==> src/rtl/alu_sched.sv <==
// Shares one combinational ALU between two valid/ready requesters. Round-robin
// tie-break, opcode-dependent operand hold time, single registered response.
module alu_sched #(
  parameter int WIDTH     = 16,
  parameter int OPW       = 5,
  parameter int INT_LAT   = 1,
  parameter int FLOAT_LAT = 2
) (
  input  logic             clk,
  input  logic             reset,
  input  logic             req0_valid,
  output logic             req0_ready,
  input  logic [OPW-1:0]   req0_op,
  input  logic [WIDTH-1:0] req0_a,
  input  logic [WIDTH-1:0] req0_b,
  input  logic             req1_valid,
  output logic             req1_ready,
  input  logic [OPW-1:0]   req1_op,
  input  logic [WIDTH-1:0] req1_a,
  input  logic [WIDTH-1:0] req1_b,
  output logic [OPW-1:0]   alu_op,
  output logic [WIDTH-1:0] alu_in1,
  output logic [WIDTH-1:0] alu_in2,
  input  logic [WIDTH-1:0] alu_result,
  output logic             rsp_valid,
  output logic             rsp_id,
  output logic [WIDTH-1:0] rsp_data,
  input  logic             rsp_ready,
  output logic             busy
);

  localparam int MAXL = (INT_LAT > FLOAT_LAT) ? INT_LAT : FLOAT_LAT;
  localparam int CW   = (MAXL > 1) ? $clog2(MAXL) : 1;

  typedef enum logic [1:0] {IDLE, RUN, RESP} state_e;

  state_e           state_q, state_d;
  logic [CW-1:0]    cnt_q, cnt_d;
  logic             last_q, last_d;
  logic [OPW-1:0]   op_q, op_d;
  logic [WIDTH-1:0] in1_q, in1_d, in2_q, in2_d;
  logic             rvld_q, rvld_d, rid_q, rid_d;
  logic [WIDTH-1:0] rdata_q, rdata_d;

  logic             gnt0, gnt1;
  logic [OPW-1:0]   sel_op;
  logic [WIDTH-1:0] sel_a, sel_b;

  // Float class: invf, addf, mulf, f2i, i2f, only when the top opcode bit is clear.
  function automatic logic is_float(input logic [OPW-1:0] op);
    return !op[4] && (op[3:0] inside {4'd1, 4'd2, 4'd3, 4'd10, 4'd11});
  endfunction

  // On a tie the requester that did not win last time goes first.
  assign gnt0 = req0_valid && (!req1_valid || last_q);
  assign gnt1 = req1_valid && (!req0_valid || !last_q);

  assign req0_ready = (state_q == IDLE) && gnt0;
  assign req1_ready = (state_q == IDLE) && gnt1;

  assign sel_op = gnt1 ? req1_op : req0_op;
  assign sel_a  = gnt1 ? req1_a  : req0_a;
  assign sel_b  = gnt1 ? req1_b  : req0_b;

  always_comb begin
    state_d = state_q;
    cnt_d   = cnt_q;
    last_d  = last_q;
    op_d    = op_q;
    in1_d   = in1_q;
    in2_d   = in2_q;
    rvld_d  = rvld_q;
    rid_d   = rid_q;
    rdata_d = rdata_q;
    case (state_q)
      IDLE: begin
        if (gnt0 || gnt1) begin
          op_d    = sel_op;
          in1_d   = sel_a;
          in2_d   = sel_b;
          rid_d   = gnt1;
          last_d  = gnt1;
          cnt_d   = is_float(sel_op) ? CW'(FLOAT_LAT - 1) : CW'(INT_LAT - 1);
          state_d = RUN;
        end
      end
      RUN: begin
        if (cnt_q != '0) begin
          cnt_d = cnt_q - CW'(1);
        end else begin
          rdata_d = alu_result;
          rvld_d  = 1'b1;
          state_d = RESP;
        end
      end
      RESP: begin
        if (rsp_ready) begin
          rvld_d  = 1'b0;
          state_d = IDLE;
        end
      end
      default: state_d = IDLE;
    endcase
  end

  always_ff @(posedge clk or posedge reset) begin
    if (reset) begin
      state_q <= IDLE;
      cnt_q   <= '0;
      last_q  <= 1'b1;
      op_q    <= '0;
      in1_q   <= '0;
      in2_q   <= '0;
      rvld_q  <= 1'b0;
      rid_q   <= 1'b0;
      rdata_q <= '0;
    end else begin
      state_q <= state_d;
      cnt_q   <= cnt_d;
      last_q  <= last_d;
      op_q    <= op_d;
      in1_q   <= in1_d;
      in2_q   <= in2_d;
      rvld_q  <= rvld_d;
      rid_q   <= rid_d;
      rdata_q <= rdata_d;
    end
  end

  assign alu_op    = op_q;
  assign alu_in1   = in1_q;
  assign alu_in2   = in2_q;
  assign rsp_valid = rvld_q;
  assign rsp_id    = rid_q;
  assign rsp_data  = rdata_q;
  assign busy      = (state_q != IDLE);

endmodule
==> config.mk <==
export PLATFORM = sky130hd
export DESIGN_NAME = alu_sched
export DESIGN_NICKNAME = d
export VERILOG_FILES = /design/src/rtl/alu_sched.sv
export SDC_FILE = /design/constraint.sdc
export NUM_CORES = 1
export LEC_CHECK = 0
export ABC_AREA = 1
export BUFFER_PORTS_ARGS = -buffer_cell sky130_fd_sc_hd__buf_4
export CAP_MARGIN = 25
export CORE_ASPECT_RATIO = 0.5
export CORE_MARGIN = 2
export CORE_UTILIZATION = 45
export CTS_CLUSTER_SIZE = 30
export DETAILED_ROUTE_END_ITERATION = 10
export HOLD_SLACK_MARGIN = 0.02
export PLACE_DENSITY = 0.82
export SETUP_SLACK_MARGIN = 0.4
export SLEW_MARGIN = 20
export SYNTH_ARGS = -nofsm -noshare
export SYNTH_HDL_FRONTEND = slang
export SYNTH_SLANG_ARGS = --single-unit
==> constraint.sdc <==
create_clock -name clk -period 2.5 [get_ports clk]
set_input_delay 0.125 -clock clk [delete_from_list [all_inputs] [get_ports clk]]
set_output_delay 0.125 -clock clk [all_outputs]
set_load 0.01 [all_outputs]
==> flow_metrics.env <==
export IMPL_outcome="complete, but fails checks"
export IMPL_violations="design-rule violations"
export IMPL_cts_buffers=9
export IMPL_avgSynthCellArea_sq_um=8.428
export IMPL_clockBufferDepth=2
export IMPL_hold_viol_final=0
export IMPL_place_congestion=0.7612
export IMPL_finalCritPeriodShare=0.7409
export IMPL_layout_common_cells="buf_4, nand2_1, dfrtp_1"
export IMPL_dp_hpwl_mm=5.280
export IMPL_drtAntennaViolNets=0
export IMPL_clock_sinks=59
export IMPL_viasPerCell=4.940
export IMPL_grt_first_pass_wirelength_mm=12.64
export IMPL_max_slew_margin=0.3056
export IMPL_placed_area_sq_um=3842
export IMPL_syn_to_final_growth_pct=54.67
export IMPL_post_cts_buffers=0
export IMPL_firstDrtPassIters=7
export IMPL_drive_above_1_share=0.4051
export IMPL_cp_data_required_time_ps=2380
export IMPL_ios=153
export IMPL_yosys_warnings=0
export IMPL_place_inst=530
export IMPL_final_cells=547
export IMPL_fin_area_sq_um=4145
export IMPL_num_fill_cells=434
export IMPL_cpMostUsedCell="buf_4"
export IMPL_clock_skew_ps=3.469
export IMPL_setup_violations=0
export IMPL_max_stage_delay_ps=540
export IMPL_synth_edf_count=0
export IMPL_rsz0062_at_grt="false"
export IMPL_p_leak_nw=2.163
export IMPL_clock_latency_ps=320
export IMPL_post_route_min_period_ps=1852
export IMPL_place_ws_ps=829.3
export IMPL_die_h_microns=58.57
export IMPL_vias=2702
export IMPL_syn_area_sq_um=2680
export IMPL_cp_cell_sequence="nand2_2, nand2_1, buf_4, nor2_1, buf_4"
export IMPL_synth_cells=318
export IMPL_synthArstFlopShare=1.000
export IMPL_worst_slack_ps=647.8
export IMPL_initialDrtViolationCount=143
export IMPL_arrival_ps=1730
export IMPL_crit_fanout=38
export IMPL_route_detailed_drc=5
export IMPL_cpMaxStageDelayCell="dfstp_2"
export IMPL_seq_area_frac_synth=0.5514
export IMPL_layout_commonest_cell="buf_4"
export IMPL_hold_buffers=2
export IMPL_diodes=0
export IMPL_synth_cell_types=24
export IMPL_synth_nets=413
export IMPL_die_w_microns=113.1
export IMPL_start_util=0.4777
export IMPL_antenna_found_initial=0
export IMPL_grt_start_max_net_pins=39
export IMPL_cts_htree_levels=3
export IMPL_nNetsFinal=565
export IMPL_end_kind="output pin"
export IMPL_fp_row_count=19
export IMPL_drv_cap=0
export IMPL_worst_pin_slew_ps=1040
export IMPL_drt_total_wl_mm=7.829
export IMPL_worstSetupPathType="register to output pin"
export IMPL_drv_slew=0
export IMPL_first_global_vias=2629
export IMPL_pwr_density_cell_nw_per_um2=1254
export IMPL_clkTransAtPathRegs_ps=50
export IMPL_setup_tns_ps=0
export IMPL_wl_per_cell_microns=14.31
export IMPL_cts_tree="built"
export IMPL_synth_ff_type="dfrtp_1"
export IMPL_yosys_register_bits=59
export IMPL_irDropWorstVdd_v=0.0005347
export IMPL_die_area_sq_um=6627
export IMPL_root_buffer="clkbuf_16"
export IMPL_grtUsageTotal=0.2450
export IMPL_max_freq_mhz=539.9
export IMPL_worstSetupStartpointType="register"
export IMPL_portBuffers=152
export IMPL_ctsResizeCount=0
export IMPL_grt_overflow=0
export IMPL_core_sq_um=5610
export IMPL_hold_path_class="input port to register"
cell families after synthesis:
group	after synthesis	synth area share
AO/OA/AOI/OAI	70	0.1471
buffers and inverters	31	0.05976
flip-flops	59	0.5514
AND/OR/NAND/NOR	158	0.2418
path summary, 6_finish.rpt:
check | start | end | slack [ps] | depth (start not counted)
hold / removal | alu_result[15] | rsp_data[15] | 30 | 3
hold reg to reg | rsp_data[8] | rsp_data[8] | 470 | 2
min in group asynchronous | reset | rsp_data[14] | 340 | 3
setup reg to reg | last_q | alu_in2[8] | 790 | 5
setup / recovery | last_q | req1_ready | 650 | 5
max in group asynchronous | reset | alu_in2[2] | 1490 | 4
cells in the mapped netlist (3+ instances only):
library cell	count	area, sq um
nand2_1	87	326.6
dfrtp_1	58	1451
nor2_1	40	150.1
o21ai_1	35	175.2
nand3_1	24	120.1
o21ai_0	21	105.1
buf_2	10	50.05
o21ai_2	10	87.58
inv_1	9	33.78
buf_4	4	30.03
nand2_2	3	18.77
final cells by class:
type | count | area, sq um | share of cell area
clock buffer | 9 | 225.2 | 0.05433
sequential | 59 | 1478 | 0.3565
tap | 73 | 91.34 | 0.02203
timing repair buffer | 160 | 1206 | 0.2910
multi-input combinational | 228 | 1042 | 0.2514
inverter | 12 | 45.04 | 0.01087
clock inverter | 6 | 57.56 | 0.01388
registers in the layout, indices dropped and copies added (netlist names):
signal	count
alu_in2	16
cnt_q	1
alu_in1	16
alu_op	5
rsp_id	1
last_q	1
rsp_valid	1
rsp_data	16
state_q	2
critical path: cells and delay by family, from the launching register on:
family                 cells  cell delay [ps]
buffers and inverters      2              580
DFF                        1              540
and+or+nand+nor            3              290
layer usage:
metal / wire length, microns / track usage / part of all wire / vias up
met4: 41 / 0.06098 / 0.0052 / 0
met2: 4148 / 0.4423 / 0.53 / 73
met5: 0 / 0 / 0 / -
met1: 3258 / 0.2999 / 0.42 / 1288
li1: - / - / - / 1336
met3: 380 / 0.06591 / 0.049 / 5
stage by stage:
step | hold slack, ps | total power, mW | utilization
after floorplan | 219.7 | 2.960 | -
after global placement | 143.4 | 3.972 | 0.6849
after detailed placement | 144.8 | 4.035 | 0.6849
after CTS | 23.96 | 5.239 | 0.7388
after global routing | 34.62 | 5.561 | 0.7388
final | 29.44 | 5.198 | 0.7388
power breakdown:
group          leakage, nW  total, mW  switching, mW  internal [mW]
Combinational         1.31       2.31           1.26           1.05
Clock                0.141       1.17          0.412          0.756
Sequential           0.714       1.72          0.279           1.45
Power figures use the tool's default switching activity.
